File: config.mk
export PLATFORM = sky130hd
export DESIGN_NAME = lsu_req_flat
export DESIGN_NICKNAME = d
export VERILOG_FILES = /design/src/rtl/lsu_req_if.sv /design/src/rtl/lsu_req.sv /design/src/flat_wrapper.sv
export SDC_FILE = /design/constraint.sdc
export NUM_CORES = 1
export LEC_CHECK = 0
export BUFFER_PORTS_ARGS = -buffer_cell sky130_fd_sc_hd__buf_2
export CORE_MARGIN = 2
export CORE_UTILIZATION = 30
export CTS_CLUSTER_DIAMETER = 120
export DETAILED_ROUTE_END_ITERATION = 7
export HOLD_SLACK_MARGIN = 0.12
export PLACE_DENSITY = 0.51
export SLEW_MARGIN = 20
export SYNTH_ARGS = -nofsm -noshare
export SYNTH_HDL_FRONTEND = slang
export SYNTH_SLANG_ARGS = --single-unit
File: constraint.sdc
create_clock -name clk -period 7.7 [get_ports clk]
set_input_delay 0.77 -clock clk [delete_from_list [all_inputs] [get_ports clk]]
set_output_delay 0.77 -clock clk [all_outputs]
set_load 0.05 [all_outputs]
File: src/rtl/lsu_req_if.sv
// MMU-side bus of the load/store request unit: level read/write requests with
// address, length and store data, answered by a one-cycle acknowledge with load data.
interface lsu_req_if #(
    parameter int C_DATA_L = 32,
    parameter int MADDR_L  = 32
);
    logic                c_re;
    logic                c_we;
    logic [MADDR_L-1:0]  c_raddr;
    logic [MADDR_L-1:0]  c_waddr;
    logic [1:0]          c_rlen;
    logic [1:0]          c_wlen;
    logic [C_DATA_L-1:0] c_din;
    logic [C_DATA_L-1:0] c_dout;
    logic                c_ack;

    modport master (
        output c_re, c_we, c_raddr, c_waddr, c_rlen, c_wlen, c_din,
        input  c_dout, c_ack
    );

    modport slave (
        input  c_re, c_we, c_raddr, c_waddr, c_rlen, c_wlen, c_din,
        output c_dout, c_ack
    );
endinterface

File: src/rtl/lsu_req.sv
// Load/store request unit: accepts one MEM-stage access at a time, checks alignment,
// drives the MMU request until acknowledge or time-out, and extends load data for writeback.
module lsu_req #(
    parameter int C_DATA_L = 32,
    parameter int MADDR_L  = 32,
    parameter int TIMEOUT  = 64
) (
    input  logic                clk,
    input  logic                rst,
    input  logic                ex_valid,
    output logic                ex_ready,
    input  logic [3:0]          ex_op,
    input  logic [MADDR_L-1:0]  ex_addr,
    input  logic [C_DATA_L-1:0] ex_wdata,
    input  logic [4:0]          ex_rd,
    input  logic                flush,
    output logic                wb_valid,
    output logic [C_DATA_L-1:0] wb_data,
    output logic [4:0]          wb_rd,
    output logic                st_done,
    output logic                exc_valid,
    output logic [1:0]          exc_code,
    output logic [MADDR_L-1:0]  exc_addr,
    lsu_req_if.master           mmu
);

    localparam int              CNT_W        = $clog2(TIMEOUT);
    localparam logic [CNT_W-1:0] CNT_LAST    = CNT_W'(TIMEOUT - 1);
    localparam logic [1:0]      EXC_MISALIGN = 2'd1;
    localparam logic [1:0]      EXC_TIMEOUT  = 2'd2;

    typedef enum logic [1:0] {
        S_IDLE = 2'd0,
        S_REQ  = 2'd1,
        S_RESP = 2'd2
    } state_t;

    state_t state_r;
    state_t state_next;

    logic                accept_s;
    logic                misalign_s;
    logic                ack_s;
    logic                timeout_s;
    logic                bad_align_s;

    logic [CNT_W-1:0]    cnt_r;
    logic                is_store_r;
    logic                is_unsigned_r;
    logic [1:0]          len_r;
    logic [MADDR_L-1:0]  addr_r;
    logic [4:0]          rd_r;
    logic                flush_seen_r;
    logic [C_DATA_L-1:0] rdata_r;

    logic                ex_ready_r;
    logic                wb_valid_r;
    logic [C_DATA_L-1:0] wb_data_r;
    logic [4:0]          wb_rd_r;
    logic                st_done_r;
    logic                exc_valid_r;
    logic [1:0]          exc_code_r;
    logic [MADDR_L-1:0]  exc_addr_r;

    logic                c_re_r;
    logic                c_we_r;
    logic [MADDR_L-1:0]  c_raddr_r;
    logic [MADDR_L-1:0]  c_waddr_r;
    logic [1:0]          c_rlen_r;
    logic [1:0]          c_wlen_r;
    logic [C_DATA_L-1:0] c_din_r;

    // Size 2 is reserved and always faults; halves and words need natural alignment.
    function automatic logic is_misaligned(input logic [1:0] size, input logic [1:0] lsb);
        logic bad;
        case (size)
            2'd0:    bad = 1'b0;
            2'd1:    bad = lsb[0];
            2'd3:    bad = (lsb != 2'd0);
            default: bad = 1'b1;
        endcase
        return bad;
    endfunction

    // Store data is right-justified; bytes beyond the access length are sent as zero.
    function automatic logic [31:0] store_mask(input logic [31:0] wdata, input logic [1:0] len);
        logic [31:0] d;
        case (len)
            2'd0:    d = {24'h00_0000, wdata[7:0]};
            2'd1:    d = {16'h0000, wdata[15:0]};
            default: d = wdata;
        endcase
        return d;
    endfunction

    // MMU returns load bytes left-justified: shift down and sign/zero-extend from the top byte used.
    function automatic logic [31:0] load_extend(input logic [31:0] raw, input logic [1:0] len,
                                                input logic uns);
        logic [31:0] d;
        case (len)
            2'd0:    d = {{24{raw[31] & ~uns}}, raw[31:24]};
            2'd1:    d = {{16{raw[31] & ~uns}}, raw[31:16]};
            default: d = raw;
        endcase
        return d;
    endfunction

    assign bad_align_s = is_misaligned(ex_op[2:1], ex_addr[1:0]);

    // State register.
    always_ff @(posedge clk or posedge rst) begin
        if (rst) begin
            state_r <= S_IDLE;
        end else begin
            state_r <= state_next;
        end
    end

    // Next-state decode and per-cycle event strobes.
    always_comb begin
        state_next = state_r;
        accept_s   = 1'b0;
        misalign_s = 1'b0;
        ack_s      = 1'b0;
        timeout_s  = 1'b0;
        case (state_r)
            S_IDLE: begin
                if (ex_valid) begin
                    if (bad_align_s) begin
                        misalign_s = 1'b1;
                    end else begin
                        accept_s   = 1'b1;
                        state_next = S_REQ;
                    end
                end else begin
                    state_next = S_IDLE;
                end
            end
            S_REQ: begin
                if (mmu.c_ack) begin
                    ack_s      = 1'b1;
                    state_next = S_RESP;
                end else if (cnt_r == CNT_LAST) begin
                    timeout_s  = 1'b1;
                    state_next = S_IDLE;
                end else begin
                    state_next = S_REQ;
                end
            end
            S_RESP:  state_next = S_IDLE;
            default: state_next = S_IDLE;
        endcase
    end

    // Transaction context, MMU request drive and pipeline-facing result registers.
    always_ff @(posedge clk or posedge rst) begin
        if (rst) begin
            cnt_r         <= {CNT_W{1'b0}};
            is_store_r    <= 1'b0;
            is_unsigned_r <= 1'b0;
            len_r         <= 2'd0;
            addr_r        <= {MADDR_L{1'b0}};
            rd_r          <= 5'd0;
            flush_seen_r  <= 1'b0;
            rdata_r       <= {C_DATA_L{1'b0}};
            ex_ready_r    <= 1'b1;
            wb_valid_r    <= 1'b0;
            wb_data_r     <= {C_DATA_L{1'b0}};
            wb_rd_r       <= 5'd0;
            st_done_r     <= 1'b0;
            exc_valid_r   <= 1'b0;
            exc_code_r    <= 2'd0;
            exc_addr_r    <= {MADDR_L{1'b0}};
            c_re_r        <= 1'b0;
            c_we_r        <= 1'b0;
            c_raddr_r     <= {MADDR_L{1'b0}};
            c_waddr_r     <= {MADDR_L{1'b0}};
            c_rlen_r      <= 2'd0;
            c_wlen_r      <= 2'd0;
            c_din_r       <= {C_DATA_L{1'b0}};
        end else begin
            wb_valid_r  <= 1'b0;
            st_done_r   <= 1'b0;
            exc_valid_r <= 1'b0;
            ex_ready_r  <= (state_next == S_IDLE);

            if (misalign_s) begin
                exc_valid_r <= 1'b1;
                exc_code_r  <= EXC_MISALIGN;
                exc_addr_r  <= ex_addr;
            end

            if (accept_s) begin
                is_store_r    <= ex_op[3];
                is_unsigned_r <= ex_op[0];
                len_r         <= ex_op[2:1];
                addr_r        <= ex_addr;
                rd_r          <= ex_rd;
                flush_seen_r  <= 1'b0;
                cnt_r         <= {CNT_W{1'b0}};
                if (ex_op[3]) begin
                    c_we_r    <= 1'b1;
                    c_waddr_r <= ex_addr;
                    c_wlen_r  <= ex_op[2:1];
                    c_din_r   <= store_mask(ex_wdata, ex_op[2:1]);
                end else begin
                    c_re_r    <= 1'b1;
                    c_raddr_r <= ex_addr;
                    c_rlen_r  <= ex_op[2:1];
                end
            end else if (state_r == S_REQ) begin
                cnt_r <= cnt_r + {{(CNT_W-1){1'b0}}, 1'b1};
            end

            // A flush only masks the writeback; the access itself always runs to completion.
            if ((state_r == S_REQ) && flush) begin
                flush_seen_r <= 1'b1;
            end

            if (ack_s || timeout_s) begin
                c_re_r <= 1'b0;
                c_we_r <= 1'b0;
            end

            if (ack_s && !is_store_r) begin
                rdata_r <= mmu.c_dout;
            end

            if (timeout_s) begin
                exc_valid_r <= 1'b1;
                exc_code_r  <= EXC_TIMEOUT;
                exc_addr_r  <= addr_r;
            end

            if (state_r == S_RESP) begin
                if (is_store_r) begin
                    st_done_r <= 1'b1;
                end else if (!(flush_seen_r || flush)) begin
                    wb_valid_r <= 1'b1;
                    wb_data_r  <= load_extend(rdata_r, len_r, is_unsigned_r);
                    wb_rd_r    <= rd_r;
                end
            end
        end
    end

    assign ex_ready    = ex_ready_r;
    assign wb_valid    = wb_valid_r;
    assign wb_data     = wb_data_r;
    assign wb_rd       = wb_rd_r;
    assign st_done     = st_done_r;
    assign exc_valid   = exc_valid_r;
    assign exc_code    = exc_code_r;
    assign exc_addr    = exc_addr_r;

    assign mmu.c_re    = c_re_r;
    assign mmu.c_we    = c_we_r;
    assign mmu.c_raddr = c_raddr_r;
    assign mmu.c_waddr = c_waddr_r;
    assign mmu.c_rlen  = c_rlen_r;
    assign mmu.c_wlen  = c_wlen_r;
    assign mmu.c_din   = c_din_r;

endmodule

File: src/flat_wrapper.sv
// flat-port wrapper written by rule: the top's interface ports become plain ports
module lsu_req_flat 
#(
    parameter int C_DATA_L = 32,
    parameter int MADDR_L  = 32,
    parameter int TIMEOUT  = 64
)
  (clk, rst, ex_valid, ex_ready, ex_op, ex_addr, ex_wdata, ex_rd, flush, wb_valid, wb_data, wb_rd, st_done, exc_valid, exc_code, exc_addr, mmu_c_re, mmu_c_we, mmu_c_raddr, mmu_c_waddr, mmu_c_rlen, mmu_c_wlen, mmu_c_din, mmu_c_dout, mmu_c_ack);
  lsu_req_if #(.C_DATA_L(C_DATA_L), .MADDR_L(MADDR_L)) mmu_i ();
  input  logic clk;
  input  logic rst;
  input  logic ex_valid;
  output logic ex_ready;
  input  logic [3:0] ex_op;
  input  logic [MADDR_L-1:0] ex_addr;
  input  logic [C_DATA_L-1:0] ex_wdata;
  input  logic [4:0] ex_rd;
  input  logic flush;
  output logic wb_valid;
  output logic [C_DATA_L-1:0] wb_data;
  output logic [4:0] wb_rd;
  output logic st_done;
  output logic exc_valid;
  output logic [1:0] exc_code;
  output logic [MADDR_L-1:0] exc_addr;
  output wire logic [$bits(mmu_i.c_re)-1:0] mmu_c_re;
  output wire logic [$bits(mmu_i.c_we)-1:0] mmu_c_we;
  output wire logic [$bits(mmu_i.c_raddr)-1:0] mmu_c_raddr;
  output wire logic [$bits(mmu_i.c_waddr)-1:0] mmu_c_waddr;
  output wire logic [$bits(mmu_i.c_rlen)-1:0] mmu_c_rlen;
  output wire logic [$bits(mmu_i.c_wlen)-1:0] mmu_c_wlen;
  output wire logic [$bits(mmu_i.c_din)-1:0] mmu_c_din;
  input wire logic [$bits(mmu_i.c_dout)-1:0] mmu_c_dout;
  input wire logic [$bits(mmu_i.c_ack)-1:0] mmu_c_ack;
  assign mmu_c_re = mmu_i.c_re;
  assign mmu_c_we = mmu_i.c_we;
  assign mmu_c_raddr = mmu_i.c_raddr;
  assign mmu_c_waddr = mmu_i.c_waddr;
  assign mmu_c_rlen = mmu_i.c_rlen;
  assign mmu_c_wlen = mmu_i.c_wlen;
  assign mmu_c_din = mmu_i.c_din;
  assign mmu_i.c_dout = mmu_c_dout;
  assign mmu_i.c_ack = mmu_c_ack;
  lsu_req #(.C_DATA_L(C_DATA_L), .MADDR_L(MADDR_L), .TIMEOUT(TIMEOUT)) u_core (.clk(clk), .rst(rst), .ex_valid(ex_valid), .ex_ready(ex_ready), .ex_op(ex_op), .ex_addr(ex_addr), .ex_wdata(ex_wdata), .ex_rd(ex_rd), .flush(flush), .wb_valid(wb_valid), .wb_data(wb_data), .wb_rd(wb_rd), .st_done(st_done), .exc_valid(exc_valid), .exc_code(exc_code), .exc_addr(exc_addr), .mmu(mmu_i));
endmodule
* After elaboration in Yosys (flattened, before gate mapping)
Cells that the tools add are included.
** Word-level totals
- Register bits :: 259
- Bits of input ports :: 110
- Output and inout bits :: 177
- Logic and storage cells :: 97
** Operators by class
- Add/subtract/negate cells :: 1
- Equality and inequality tests :: 7
- Muxes and demuxes :: 40
- Bitwise operators :: 5
- Reductions and logical operators :: 20
** Operators with widths (count)
- 32-bit case mux with 2 select lines :: 2
- 32-bit 2-to-1 mux :: 2
- 1-bit 2-to-1 mux :: 27
- 6-bit 2-to-1 mux :: 2
- 2-bit nonzero test :: 6
- 2-bit 2-to-1 mux :: 5
- 2-bit zero test :: 4
- 2-bit AND reduction :: 4
- 6-bit by 1-bit adder with 6-bit output, second input constant :: 1
- 2-bit by 1-bit equality test with 1-bit output, second input constant :: 3
- 6-bit equality test, second input constant :: 1
- 2-bit equality test, second input constant :: 2
- 1-bit inverter :: 4
- 2-bit case mux with 2 select lines :: 1
- 1-bit case mux with 3 select lines :: 1
- 3-bit AND reduction :: 1
- 1-bit logical AND :: 2
- 1-bit logical OR :: 2
- 2-bit by 1-bit != test with 1-bit output, second input constant :: 1
- 1-bit AND :: 1
- 1-bit zero test :: 1

* Depth between registers and ports, before layout
Gate-level depths: netlist of run 1.
- Depth after elaboration :: 7
- Gate-level depth with buffers :: 7
- Mapped depth without buffers :: 5

* Least setup slack after synthesis of run 1
No wires, ideal clock.
- Path type :: input port to flip-flop
- Start :: in ex_valid
- End :: reg u_core.c_raddr_r[10], in the netlist u_core.mmu.c_raddr[10]
- Arrival :: 1999 ps
- Data required time :: 7575 ps
- Slack :: 5576 ps
- Stages :: 6
- Path through :: nor3b_2 buf_2 o211ai_2 nor2_4 buf_4 mux2_2
** On the way
- Cells in the longest elaborated chain, start to end :: 3
** RTL lines
- start: declaration :: line flat_wrapper.sv:12 : input logic ex_valid;
- 1-bit 2-to-1 mux :: line lsu_req.sv:128 : if (ex_valid) begin
- 1-bit 2-to-1 mux :: line lsu_req.sv:126 : case (state_r)
- 2-bit AND reduction (no source line)
- end signal: assignment :: line lsu_req.sv:176 : c_raddr_r <= {MADDR_L{1'b0}};
- end signal: assignment :: line lsu_req.sv:208 : c_raddr_r <= ex_addr;
- end: declaration :: line lsu_req.sv:67 : logic [MADDR_L-1:0] c_raddr_r;
No other way between the ends.
A chain may end at the register's enable or synchronous reset.

* Worst setup path after layout of run 1
- Start :: in ex_op[2]
- End :: reg u_core.c_din_r[1], in the netlist u_core.mmu.c_din[1]
** On the way
- Cells in the longest elaborated chain, start to end :: 6
** RTL lines
- start: declaration :: line flat_wrapper.sv:14 : input logic [3:0] ex_op;
- 2-bit equality test (tied with other cells) :: line lsu_req.sv:76 : case (size)
- 1-bit case mux with 3 select lines * :: line lsu_req.sv:76
- 1-bit 2-to-1 mux * :: line lsu_req.sv:129 : if (bad_align_s) begin
- 1-bit 2-to-1 mux * :: line lsu_req.sv:128
- 1-bit 2-to-1 mux * :: line lsu_req.sv:126
- 2-bit AND reduction (no source line) *
- end signal: assignment :: line lsu_req.sv:180 : c_din_r <= {C_DATA_L{1'b0}};
- end signal: assignment :: line lsu_req.sv:205 : c_din_r <= store_mask(ex_wdata, ex_op[2:1]);
- end: declaration :: line lsu_req.sv:71 : logic [C_DATA_L-1:0] c_din_r;
Mark *: on every way between the ends. The rest lies on a longest branch, timed or not.

==> metrics.txt, run 1 <==
status finished clean; upper clock frequency limit 351.1 MHz; Least-Margin Pin Slew ~1.0 ns; RSZ-0062 raised after global routing false; crit path launch type input port; DIE AREA 35860 sq um; cell area after synthesis about 10000 sq um; DR pass1 iterations 5; Post-synth top flop dfrtp_1; setup ws final ~4.9 ns; Lkg Pwr 6.642 nW; CTS tree done; Routed WL ~28 mm; Combinational Power Share approximately two fifths; Synth warnings 0; crit share post-route 36.99%; Max Fanout on Critical Path 65; layout cell share with drive strength beyond 1 roughly 40%; Tmin final between 2 and 3 ns; core area ~34000 sq um; Synthesized Nets 987; Routed WL per cell between 15 and 20 um; Slowest cell on crit path o2111ai_4; Final Hold Viols 0; number of max-cap violations 0; Post-CTS Setup Repair Bufs 0; number of global-route vias before repair 7742; Worst EP required between 8 and 9 ns; H-tree depth 1; CTS Hold Buffers Added 0; post_cts resized 0; Synth Register Bits ~260; critical path class input port to flip-flop; Slew HR between 30 and 40%; register area share after synthesis 62.89%; average size of a mapped cell approximately 12 sq um; Critical Path AT between 3 and 4 ns; clock transition at the registers of the reported paths 0.06 ns; Netlist cell types between 40 and 50; Worst setup EP type flip-flop; critical-path cell list buf_2 -> inv_1 -> o2111ai_4 -> buf_4 -> mux2_2; Clock Skew 0.007176 ns; clock group share of total power between 20% and 30%; most frequent cells in the layout 286 x buf_2, 258 x dfrtp_1, 219 x nand2_1; via count around 7500; commonest non-fill, non-tap cell in the layout buf_2; Max clock buf depth 3; Layout Cells excl Fill roughly 1600; ys async rst share 100.0%; post-synthesis instance total just under 900; biggest cell delay along the critical path approximately 0.85 ns; cell count after placement 1564; first-pass GRT wire length about 45 mm; # DRC 0; detailed placement HPWL roughly 18 mm; CTS root buffer clkbuf_16; post-route ant nets 0; peak supply drop ~0.26 mV; number of core rows 67; Net Sw Frac 42.85%; internal cell power about 3.3 mW; Remaining Overflow, GRT 0; vias per cell around 4.6; die width 189.4 um; RePlAce Congestion approximately 0.76; Setup TNS 0 ns; # diodes 0; EDFF count, synth 0; total track usage between 10% and 20%; P per Cell Area 439.9 nW/um^2; Layout area overhead 28.55%; initial antenna violation count 1; Clock Sinks between 200 and 300; nets@finish roughly 1300; CTS buffer count 30; NetSw between 2 and 2.5 mW; final setup vio count 0; Starting Density between 30% and 40%; io pins about 290; Hold Path Class input port to flip-flop; port bufs 286; Skew-Pair Late Insertion Delay 0.55 ns; Iter 0 DRT Violations 390; Seq pwr share roughly 36%; chip height 189.4 um; max-slew violations 0; pin count of the biggest net entering global routing roughly 140; Post-Place Worst Slack 4.196 ns
-- metrics by stage --
stage	hold slack (ns)	utilization [%]	power, mW	area [sq um]
after floorplan	0.4386	-	3.805	10310
final	0.4206	39.32	5.829	13250
after global routing	0.4045	39.32	6.151	13250
after detailed placement	0.4575	36.16	4.413	12190
after CTS	0.3939	39.18	5.905	13200
after global placement	0.4509	36.16	4.385	12190
-- power by group through the flow --
stage / Clock (mW) / Sequential (mW) / Combinational, mW
after floorplan: 0 / 3.21 / 0.593
after global placement: 0 / 2.12 / 2.27
after detailed placement: 0 / 2.13 / 2.28
after CTS: 1.51 / 2.11 / 2.28
after global routing: 1.57 / 2.18 / 2.41
final: 1.46 / 2.11 / 2.26
-- routing by layer --
layer | track usage (%) | share of wire, %
met5 | 0 | 0
met4 | 2.773 | 1.3
met3 | 4.319 | 7.8
met2 | 24.92 | 46
met1 | 21.47 | 45
-- Yosys cell counts, types with 2 or more instances --
library cell | number | area [sq um]
a21o_1 | 4 | 30.03
a21oi_1 | 28 | 140.1
a221o_1 | 30 | 300.3
a221oi_1 | 7 | 61.31
a32o_1 | 2 | 20.02
and3_1 | 32 | 200.2
buf_2 | 18 | 90.09
buf_4 | 6 | 45.04
clkbuf_1 | 34 | 127.6
dfrtp_1 | 258 | 6456
inv_1 | 5 | 18.77
mux2_1 | 2 | 22.52
mux2_2 | 105 | 1182
mux2i_1 | 9 | 90.09
nand2_1 | 219 | 822.0
nand3_1 | 8 | 40.04
nor2_1 | 13 | 48.80
nor2b_1 | 3 | 18.77
nor3_1 | 2 | 10.01
nor3b_2 | 2 | 25.02
o21a_1 | 2 | 15.01
o21ai_0 | 53 | 265.3
o21ai_1 | 12 | 60.06
or3_1 | 2 | 12.51
-- worst max-delay path: cells and delay by family --
family / cells / cell delay (ns)
mux: 1 / 0.41
buf+inv: 3 / 1.22
compound gates: 1 / 0.85
-- worst paths after layout --
path / end / slack [ns] / from / cells past startpoint
hold reg to reg: u_core.wb_rd[2]$_DFFE_PP0P_ / 0.47 / u_core.wb_rd[2]$_DFFE_PP0P_ / 2
max in group asynchronous: u_core.addr_r[22]$_DFFE_PP0P_ / 5.90 / rst / 4
min in group asynchronous: u_core.wb_data[6]$_DFFE_PP0P_ / 0.46 / rst / 3
setup / recovery: u_core.mmu.c_din[1]$_DFFE_PP0P_ / 4.85 / ex_op[2] / 5
setup reg to reg: u_core.mmu.c_din[1]$_DFFE_PP0P_ / 4.94 / u_core.state_r[0]$_DFF_PP0_ / 5
hold / removal: u_core.rd_r[0]$_DFFE_PP0P_ / 0.42 / ex_rd[0] / 3
-- registers in the layout (all words and copies together) (netlist names), 5 cells and up --
name / flops
u_core.addr_r: 32
u_core.exc_addr: 32
u_core.mmu.c_din: 32
u_core.mmu.c_raddr: 32
u_core.mmu.c_waddr: 32
u_core.rdata_r: 32
u_core.wb_data: 32
u_core.cnt_r: 6
u_core.rd_r: 5
u_core.wb_rd: 5
-- layout make-up --
class	instances	area, sq um
inverters	6	26.28
flip-flops and latches	259	6482
well taps	448	560.5
multi-input cells	552	3575
clock buffers	44	894.6
clock inverters	9	122.6
repair buffers	301	1589
fillers	3411	20450
-- kinds of logic (layout without fill, tap and decap cells) --
logic type	after synthesis	after routing	share of synthesized area [%]
and+or+nand+nor	289	289	12.20
DFF	259	259	62.89
AOI/OAI and AO/OA	145	145	9.335
muxes	116	116	12.56
buffers and inverters	65	360	2.804
adders and majority gates	1	1	0.1214
xor gates and xnor gates	1	1	0.08499
No activity file was read; power rests on OpenSTA's default activity.
==> run 2, diff against run 1 <==
--- a/config.mk
+++ b/config.mk
@@ -5,13 +5,14 @@
 export SDC_FILE = /design/constraint.sdc
 export NUM_CORES = 1
 export LEC_CHECK = 0
+export ABC_AREA = 1
 export BUFFER_PORTS_ARGS = -buffer_cell sky130_fd_sc_hd__buf_2
 export CORE_MARGIN = 2
 export CORE_UTILIZATION = 30
 export CTS_CLUSTER_DIAMETER = 120
 export DETAILED_ROUTE_END_ITERATION = 7
 export HOLD_SLACK_MARGIN = 0.12
-export PLACE_DENSITY = 0.51
+export PLACE_DENSITY = 0.48
 export SLEW_MARGIN = 20
 export SYNTH_ARGS = -nofsm -noshare
 export SYNTH_HDL_FRONTEND = slang
==> constraint.sdc (replaced) <==
create_clock -name clk -period 2.91 [get_ports clk]
set_input_delay 0.291 -clock clk [delete_from_list [all_inputs] [get_ports clk]]
set_output_delay 0.291 -clock clk [all_outputs]
set_load 0.05 [all_outputs]
==> run 2 against run 1 <==
Total power grew to 2.6 times the previous value. First-iteration DRC count is 13% higher. Utilization increased by 1.9 points. Hold slack got worse by 0.26 ns. Area after synthesis is 7.5% higher. Cell count up 32%. Critical path type unchanged. Critical endpoint is now u_core.mmu.c_waddr[3]$_DFFE_PP0P_.
==> metrics.txt, run 2 <==
RSZ-0062 raised after global routing false (unchanged); max-slew violations 0 (unchanged); layout cell share with drive strength beyond 1 21.97% (was 39.88%); Skew-Pair Late Insertion Delay 0.56 ns (was 0.55 ns); DIE AREA 38500 sq um (was 35860 sq um); P per Cell Area 1023 nW/um^2 (was 439.9 nW/um^2); Lkg Pwr 8.123 nW (was 6.642 nW); Tmin final 2.233 ns; via count 10222 (was 7521); post-route ant nets 0 (unchanged); crit share post-route between 70 and 80%; top post-synthesis cells by area dfrtp_1 58%, nand2_1 16%, nand3_1 8.8% (was dfrtp_1 63%, mux2_2 11%, nand2_1 8.0%); pin count of the biggest net entering global routing 159 (was 139); core area 36520 sq um (was 33700 sq um); Netlist cell types 24 (was 44); Clock Sinks 259 (unchanged); Slew HR 43.47% (was 32.80%); detailed placement HPWL 22.98 mm (was 18.01 mm); Iter 0 DRT Violations 442 (was 390); status finished clean (unchanged); average size of a mapped cell 8.513 sq um (was 11.77 sq um); peak supply drop 0.5382 mV (was 0.2645 mV); Worst EP required 3.41 ns (was 8.13 ns); Hold Path Class input port to flip-flop (unchanged); Synth Register Bits 259 (unchanged); DR pass1 iterations 4 (was 5); cell area after synthesis 11080 sq um (was 10310 sq um); met3 WL 2.283 mm (was 2.189 mm); clock transition at the registers of the reported paths 0.06 ns (about the same); H-tree depth 1 (unchanged); initial antenna violation count 1 (unchanged); Max clock buf depth 3 (unchanged); port bufs 286 (unchanged); Post-synth top flop dfrtp_1 (unchanged); WHS 0.1601 ns (was 0.4206 ns); Worst setup EP type flip-flop (unchanged); Least-Margin Pin Slew 0.8479 ns (was 1.008 ns); setup ws final 0.6769 ns (was 4.852 ns); crit path launch type input port (unchanged); met2 routed WL 17.53 mm (was 12.71 mm); RePlAce Congestion 0.7771 (was 0.7585); upper clock frequency limit about 450 MHz; Synth warnings 0 (unchanged); CTS buffer count 30 (unchanged); critical path class input port to flip-flop (unchanged); die width 196.2 um (was 189.4 um); first-pass GRT wire length 59.02 mm (was 44.92 mm); Routed WL per cell 17.37 um (was 17.25 um); most frequent cells in the layout 463 x nand2_1, 286 x buf_2, 258 x dfrtp_1 (was 286 x buf_2, 258 x dfrtp_1, 219 x nand2_1); chip height 196.2 um (was 189.4 um); Starting Density 30.35% (was 30.59%); vias per cell 4.768 (was 4.645); Remaining Overflow, GRT 0 (unchanged); nets@finish 1763 (was 1261); final setup vio count 0 (unchanged); post-synth top area cell dfrtp_1 (unchanged); number of global-route vias before repair 10322 (was 7742); CTS root buffer clkbuf_16 (unchanged); EDFF count, synth 0 (unchanged); register area share after synthesis 58.48% (was 62.89%); # DRC 0 (unchanged); Final Hold Viols 0 (unchanged); Clock Skew 0.02743 ns (was 0.007176 ns); Synthesized Nets 1413 (was 987); CTS tree done (unchanged); Post-Place Worst Slack 0.9105 ns (was 4.196 ns); post-synth top area share 58.25% (was 62.64%); Routed WL 37.23 mm (was 27.93 mm); ys async rst share 100.0% (unchanged); Layout area overhead 35.92% (was 28.55%); total track usage 19.14% (was 15.61%); filler cell count 3685 (was 3411); most frequent cell after synthesis nand2_1 (was dfrtp_1); DR top layer met4 (unchanged); Critical Path AT 2.73 ns (was 3.28 ns); io pins 287 (unchanged); Commonest cells post-synth 464 x nand2_1, 258 x dfrtp_1, 194 x nand3_1, 102 x nand4_1, 61 x clkbuf_1 (was 258 x dfrtp_1, 219 x nand2_1, 105 x mux2_2, 53 x o21ai_0, 34 x clkbuf_1); number of max-cap violations 0 (unchanged); post-synthesis instance total 1302 (was 876); commonest non-fill, non-tap cell in the layout nand2_1 (was buf_2); M1 wire length 16.65 mm (was 12.67 mm); Max Fanout on Critical Path 139 (was 65); number of core rows 70 (was 67)
-- run 2: cell count changes after synthesis, sizes merged, moves of 9 or more --
cell / delta
a221o: -30
and3: -32
buf: +10
clkbuf: +27
inv: +53
mux2: -107
mux2i: -9
nand2: +246
nand3: +186
nand4: +103
nor2: +31
o21ai: -22
-- run 2: worst paths after layout --
path | startpoint | to | slack, ns | depth (start not counted)
worst min-delay path | mmu_c_ack | u_core.state_r[1]$_DFF_PP0_ | 0.16 | 3
worst max-delay path | ex_addr[0] | u_core.mmu.c_waddr[3]$_DFFE_PP0P_ | 0.68 | 9
worst min register to register | u_core.mmu.c_raddr[7]$_DFFE_PP0P_ | u_core.mmu.c_raddr[7]$_DFFE_PP0P_ | 0.46 | 2
max in group asynchronous | rst | u_core.mmu.c_raddr[9]$_DFFE_PP0P_ | 1.91 | 4
min in group asynchronous | rst | u_core.mmu.c_raddr[4]$_DFFE_PP0P_ | 0.25 | 3
worst max register to register | u_core.state_r[0]$_DFF_PP0_ | u_core.mmu.c_waddr[3]$_DFFE_PP0P_ | 0.81 | 7
-- run 2: kinds of logic after synthesis --
kind of cell / synth area share, %
simple gates: 32.34
fa+ha+maj: 0.1129
xor+xnor: 0.07903
buf+inv: 5.588
flops: 58.48
compound gates: 3.398
-- run 2: layout make-up --
| class | instances | area (sq um) | area share, % |
|---|---|---|---|
| inverters | 58 | 221.5 | 1.470 |
| repair buffers | 414 | 2748 | 18.24 |
| flip-flops and latches | 259 | 6482 | 43.03 |
| diodes | 1 | 2.502 | 0.01661 |
| clock buffers | 48 | 898.4 | 5.963 |
| multi-input cells | 889 | 4003 | 26.57 |
| clock inverters | 7 | 125.1 | 0.8305 |
| well taps | 468 | 585.6 | 3.887 |
-- run 2: layer usage --
layer  vias up  track usage (%)
li1       5001                -
met1      4909            25.73
met2       266            31.63
met3        46            4.229
met4         0            4.293
met5         -                0
-- run 2: worst max-delay path, cell delays in order --
cell and delay, ns:
dlygate4sd3_1 0.54, buf_2 0.18, nand2_1 0.15, inv_2 0.06, a21oi_4 0.17, buf_12 0.51, nand4_1 0.15, dlygate4sd3_1 0.60
nand2_1 0.06
-- run 2: stage by stage --
step           TNS (ns)  cells  instance area, sq um  utilization [%]  power, mW
6_report              0   2144                 15070            41.25      15.41
5_1_grt               0   2144                 15070            41.25      16.29
4_1_cts               0   2143                 15060            41.24      15.60
3_5_place_dp          0   1981                 12970            35.51      11.53
3_3_place_gp          0   1981                 12970            35.51      11.47
2_1_floorplan   -204.79   1302                 11090                -      9.802
-- run 2: what timing repair did --
action	CTS	global route
resized for setup	0	0
setup endpoints to repair	0	0
hold buffers	107	0
hold endpoints to repair	363	0
buffers inserted	0	0
-- run 2: power by group --
part | internal [mW] | switching [mW] | leakage [nW]
clock network | 2.37 | 1.50 | 0.500
registers | 4.79 | 0.660 | 3.23
logic | 1.36 | 4.72 | 4.39
==> run 3, diff against run 2 <==
--- a/config.mk
+++ b/config.mk
@@ -5,14 +5,14 @@
 export SDC_FILE = /design/constraint.sdc
 export NUM_CORES = 1
 export LEC_CHECK = 0
-export ABC_AREA = 1
+export ABC_AREA = 0
 export BUFFER_PORTS_ARGS = -buffer_cell sky130_fd_sc_hd__buf_2
 export CORE_MARGIN = 2
 export CORE_UTILIZATION = 30
 export CTS_CLUSTER_DIAMETER = 120
 export DETAILED_ROUTE_END_ITERATION = 7
 export HOLD_SLACK_MARGIN = 0.12
-export PLACE_DENSITY = 0.48
+export PLACE_DENSITY = 0.49
 export SLEW_MARGIN = 20
 export SYNTH_ARGS = -nofsm -noshare
 export SYNTH_HDL_FRONTEND = slang
==> constraint.sdc (replaced) <==
create_clock -name clk -period 2.2 [get_ports clk]
set_input_delay 0.22 -clock clk [delete_from_list [all_inputs] [get_ports clk]]
set_output_delay 0.22 -clock clk [all_outputs]
set_load 0.05 [all_outputs]
==> run 3 against run 2 <==
Clock skew shrank 0.010 ns. Flip-flop and latch count is the same. Global-route usage shrank 2.8 points. Cell count shrank 19%.
==> metrics.txt, run 3 (synthesized netlist as in run 1, its figures left out) <==
total power 20.25 mW (was 15.41 mW); io pins 287 (unchanged); Iter 0 DRT Violations 381 (was 442); met2 routed WL 13.53 mm (was 17.53 mm); RSZ-0062 raised after global routing false (unchanged); core area 33700 sq um (was 36520 sq um); detailed placement HPWL 19.53 mm (was 22.98 mm); critical path class flip-flop to flip-flop (was input port to flip-flop); most frequent cells in the layout 286 x buf_2, 258 x dfrtp_1, 219 x nand2_1 (was 463 x nand2_1, 286 x buf_2, 258 x dfrtp_1); Crit. path cell count 5 (was 9); RR Endpoint u_core.exc_addr[18]$_DFFE_PP0P_ (was u_core.mmu.c_waddr[3]$_DFFE_PP0P_); internal cell power 11.51 mW (was 8.525 mW); total track usage 16.35% (was 19.14%); vias per cell 4.591 (was 4.768); Finished Core Util 42.82% (was 41.25%); max-slew violations 0 (unchanged); initial antenna violation count 2 (was 1); nets@finish 1382 (was 1763); area of the multi-input gates 3575 sq um (was 4003 sq um); chip height 189.4 um (was 196.2 um); clock transition at the registers of the reported paths 0.06 ns (about the same); number of global-route vias before repair 8209 (was 10322); peak supply drop 0.8331 mV (was 0.5382 mV); Combinational Power Share 40.2% (was 39.5%); Routed WL per cell 16.85 um (was 17.37 um); NetSw 8.738 mW (was 6.881 mW); via count 7983 (was 10222); Remaining Overflow, GRT 0 (unchanged); Seq pwr share 36.5% (was 35.4%); Top delay family on crit path simple AND/OR/NAND/NOR gates (was buffers and inverters); filler cell count 3250 (was 3685); CTS root buffer clkbuf_16 (unchanged); met3 WL 1.952 mm (was 2.283 mm); status finished clean (unchanged); Least-Margin Pin Slew 0.6763 ns (was 0.8479 ns); crit path launch type flip-flop (was input port); cell count after placement 1581 (was 1981); Net Sw Frac 43.15% (was 44.67%); number of core rows 67 (was 70); Layout area overhead 40.00% (was 35.92%); hold depth 4 (was 3); commonest non-fill, non-tap cell in the layout buf_2 (was nand2_1); layout cell share with drive strength beyond 1 37.08% (was 21.97%); Slowest cell on crit path buf_4 (was dlygate4sd3_1); Layout Cells excl Fill 1739 (was 2144); Lkg Pwr 7.145 nW (was 8.123 nW); DIE AREA 35860 sq um (was 38500 sq um); Starting Density 30.59% (was 30.35%); r2r setup slk 0.34 ns (was 0.81 ns); first-pass GRT wire length 47.06 mm (was 59.02 mm); hold path start ex_op[2] (was mmu_c_ack); DR top layer met4 (unchanged); Hold Path Class input port to flip-flop (unchanged); upper clock frequency limit between 500 and 600 MHz; Tmin final between 1.5 and 2 ns; post-route ant nets 0 (unchanged); Seq. cell area 6482 sq um (unchanged); Routed WL 29.30 mm (was 37.23 mm); cell count of the worst reg-to-reg path 5 (was 7); CTS buffer count 29 (was 30); H-tree depth 1 (unchanged); biggest cell delay along the critical path 0.45 ns (was 0.60 ns); Final Hold Viols 0 (unchanged); critical-path cell list ha_1 -> nand3_1 -> nor4_4 -> buf_4 -> a221o_1 (was dlygate4sd3_1 -> buf_2 -> nand2_1 -> inv_2 -> a21oi_4 -> buf_12 -> nand4_1 -> dlygate4sd3_1 -> nand2_1); Slew HR 54.91% (was 43.47%); Clock Sinks 259 (unchanged); DR pass1 iterations 4 (unchanged); RePlAce Congestion 0.7631 (was 0.7771); die width 189.4 um (was 196.2 um); Max Fanout on Critical Path 36 (was 139); Clock Skew 0.01694 ns (was 0.02743 ns); pin count of the biggest net entering global routing 97 (was 159); Critical Path AT 2.35 ns (was 2.73 ns); Skew-Pair Late Insertion Delay 0.55 ns (was 0.56 ns); crit share post-route between 80% and 90%; reg2reg start u_core.cnt_r[0]$_DFFE_PP0P_ (was u_core.state_r[0]$_DFF_PP0_); port bufs 286 (unchanged); P per Cell Area 1403 nW/um^2 (was 1023 nW/um^2); # DRC 0 (unchanged); Worst EP required 2.69 ns (was 3.41 ns); CTS tree done (unchanged); sink of the worst hold path u_core.mmu.c_din[25]$_DFFE_PP0P_ (was u_core.state_r[1]$_DFF_PP0_); number of max-cap violations 0 (unchanged); Max clock buf depth 3 (unchanged); final setup vio count 0 (unchanged); clock group share of total power 23.4% (was 25.1%); Worst setup EP type flip-flop (unchanged); M1 wire length 12.99 mm (was 16.65 mm); worst path bufs/invs 1 (was 5)
## run 3: worst max-delay path by stage
stage | startpoint | to | slack, ns
2_1_floorplan | rst | u_core.addr_r[0]$_DFFE_PP0P_ | -1.43
3_3_place_gp | u_core.cnt_r[0]$_DFFE_PP0P_ | u_core.mmu.c_re$_DFFE_PP0P_ | 0.34
3_5_place_dp | u_core.cnt_r[0]$_DFFE_PP0P_ | u_core.exc_addr[0]$_DFFE_PP0P_ | 0.32
4_1_cts | u_core.cnt_r[0]$_DFFE_PP0P_ | u_core.exc_addr[0]$_DFFE_PP0P_ | 0.32
5_1_grt | u_core.cnt_r[0]$_DFFE_PP0P_ | u_core.exc_addr[0]$_DFFE_PP0P_ | 0.19
6_report | u_core.cnt_r[0]$_DFFE_PP0P_ | u_core.exc_addr[18]$_DFFE_PP0P_ | 0.34
## run 3: area by class of cell
type / instances / share of cell area [%]
Multi-Input combinational cell: 552 / 24.77
Tap cell: 448 / 3.885
Sequential cell: 259 / 44.92
Antenna cell: 2 / 0.03468
Timing Repair Buffer: 423 / 19.77
Inverter: 6 / 0.1821
Clock inverter: 5 / 0.3902
Clock buffer: 44 / 6.044
## run 3: metal layers
metal | vias to the layer above | track usage, %
met1 | 3889 | 21.63
met5 | - | 0
met3 | 51 | 4.374
met4 | 0 | 4.770
met2 | 222 | 26.36
li1 | 3821 | -
## run 3: repair_timing
action | CTS | global route
endpoints found under the hold margin | 369 | 0
hold buffers | 107 | 0
setup endpoints to repair | 0 | 0
buffers inserted | 0 | 0
resized for setup | 0 | 0
## run 3: tightest hold or removal path: cells and delay by family
family / cells / cell delay (ns)
AOI/OAI and AO/OA: 1 / 0.06
buffers and inverters: 2 / 0.30
and+or+nand+nor: 1 / 0.07
## run 3: power by group through the flow
stage               registers (mW)  logic [mW]  clock network (mW)
detailed placement            7.47        8.07                   0
floorplan                     11.2        2.08                   0
global placement              7.42        8.03                   0
finish                        7.39        8.13                4.73
global route                  7.61        8.65                5.11
CTS                           7.41        8.23                4.89
## run 3: metrics by stage
stage	setup TNS [ns]	instance area [sq um]	hold slack (ns)	setup WS, ns
5_1_grt	0	14430	0.1494	0.1916
3_5_place_dp	0	12430	0.1921	0.3214
4_1_cts	0	14430	0.1224	0.3160
6_report	0	14430	0.1491	0.3362
3_3_place_gp	0	12430	0.1824	0.3423
2_1_floorplan	-370.19	10310	0.3170	-1.433
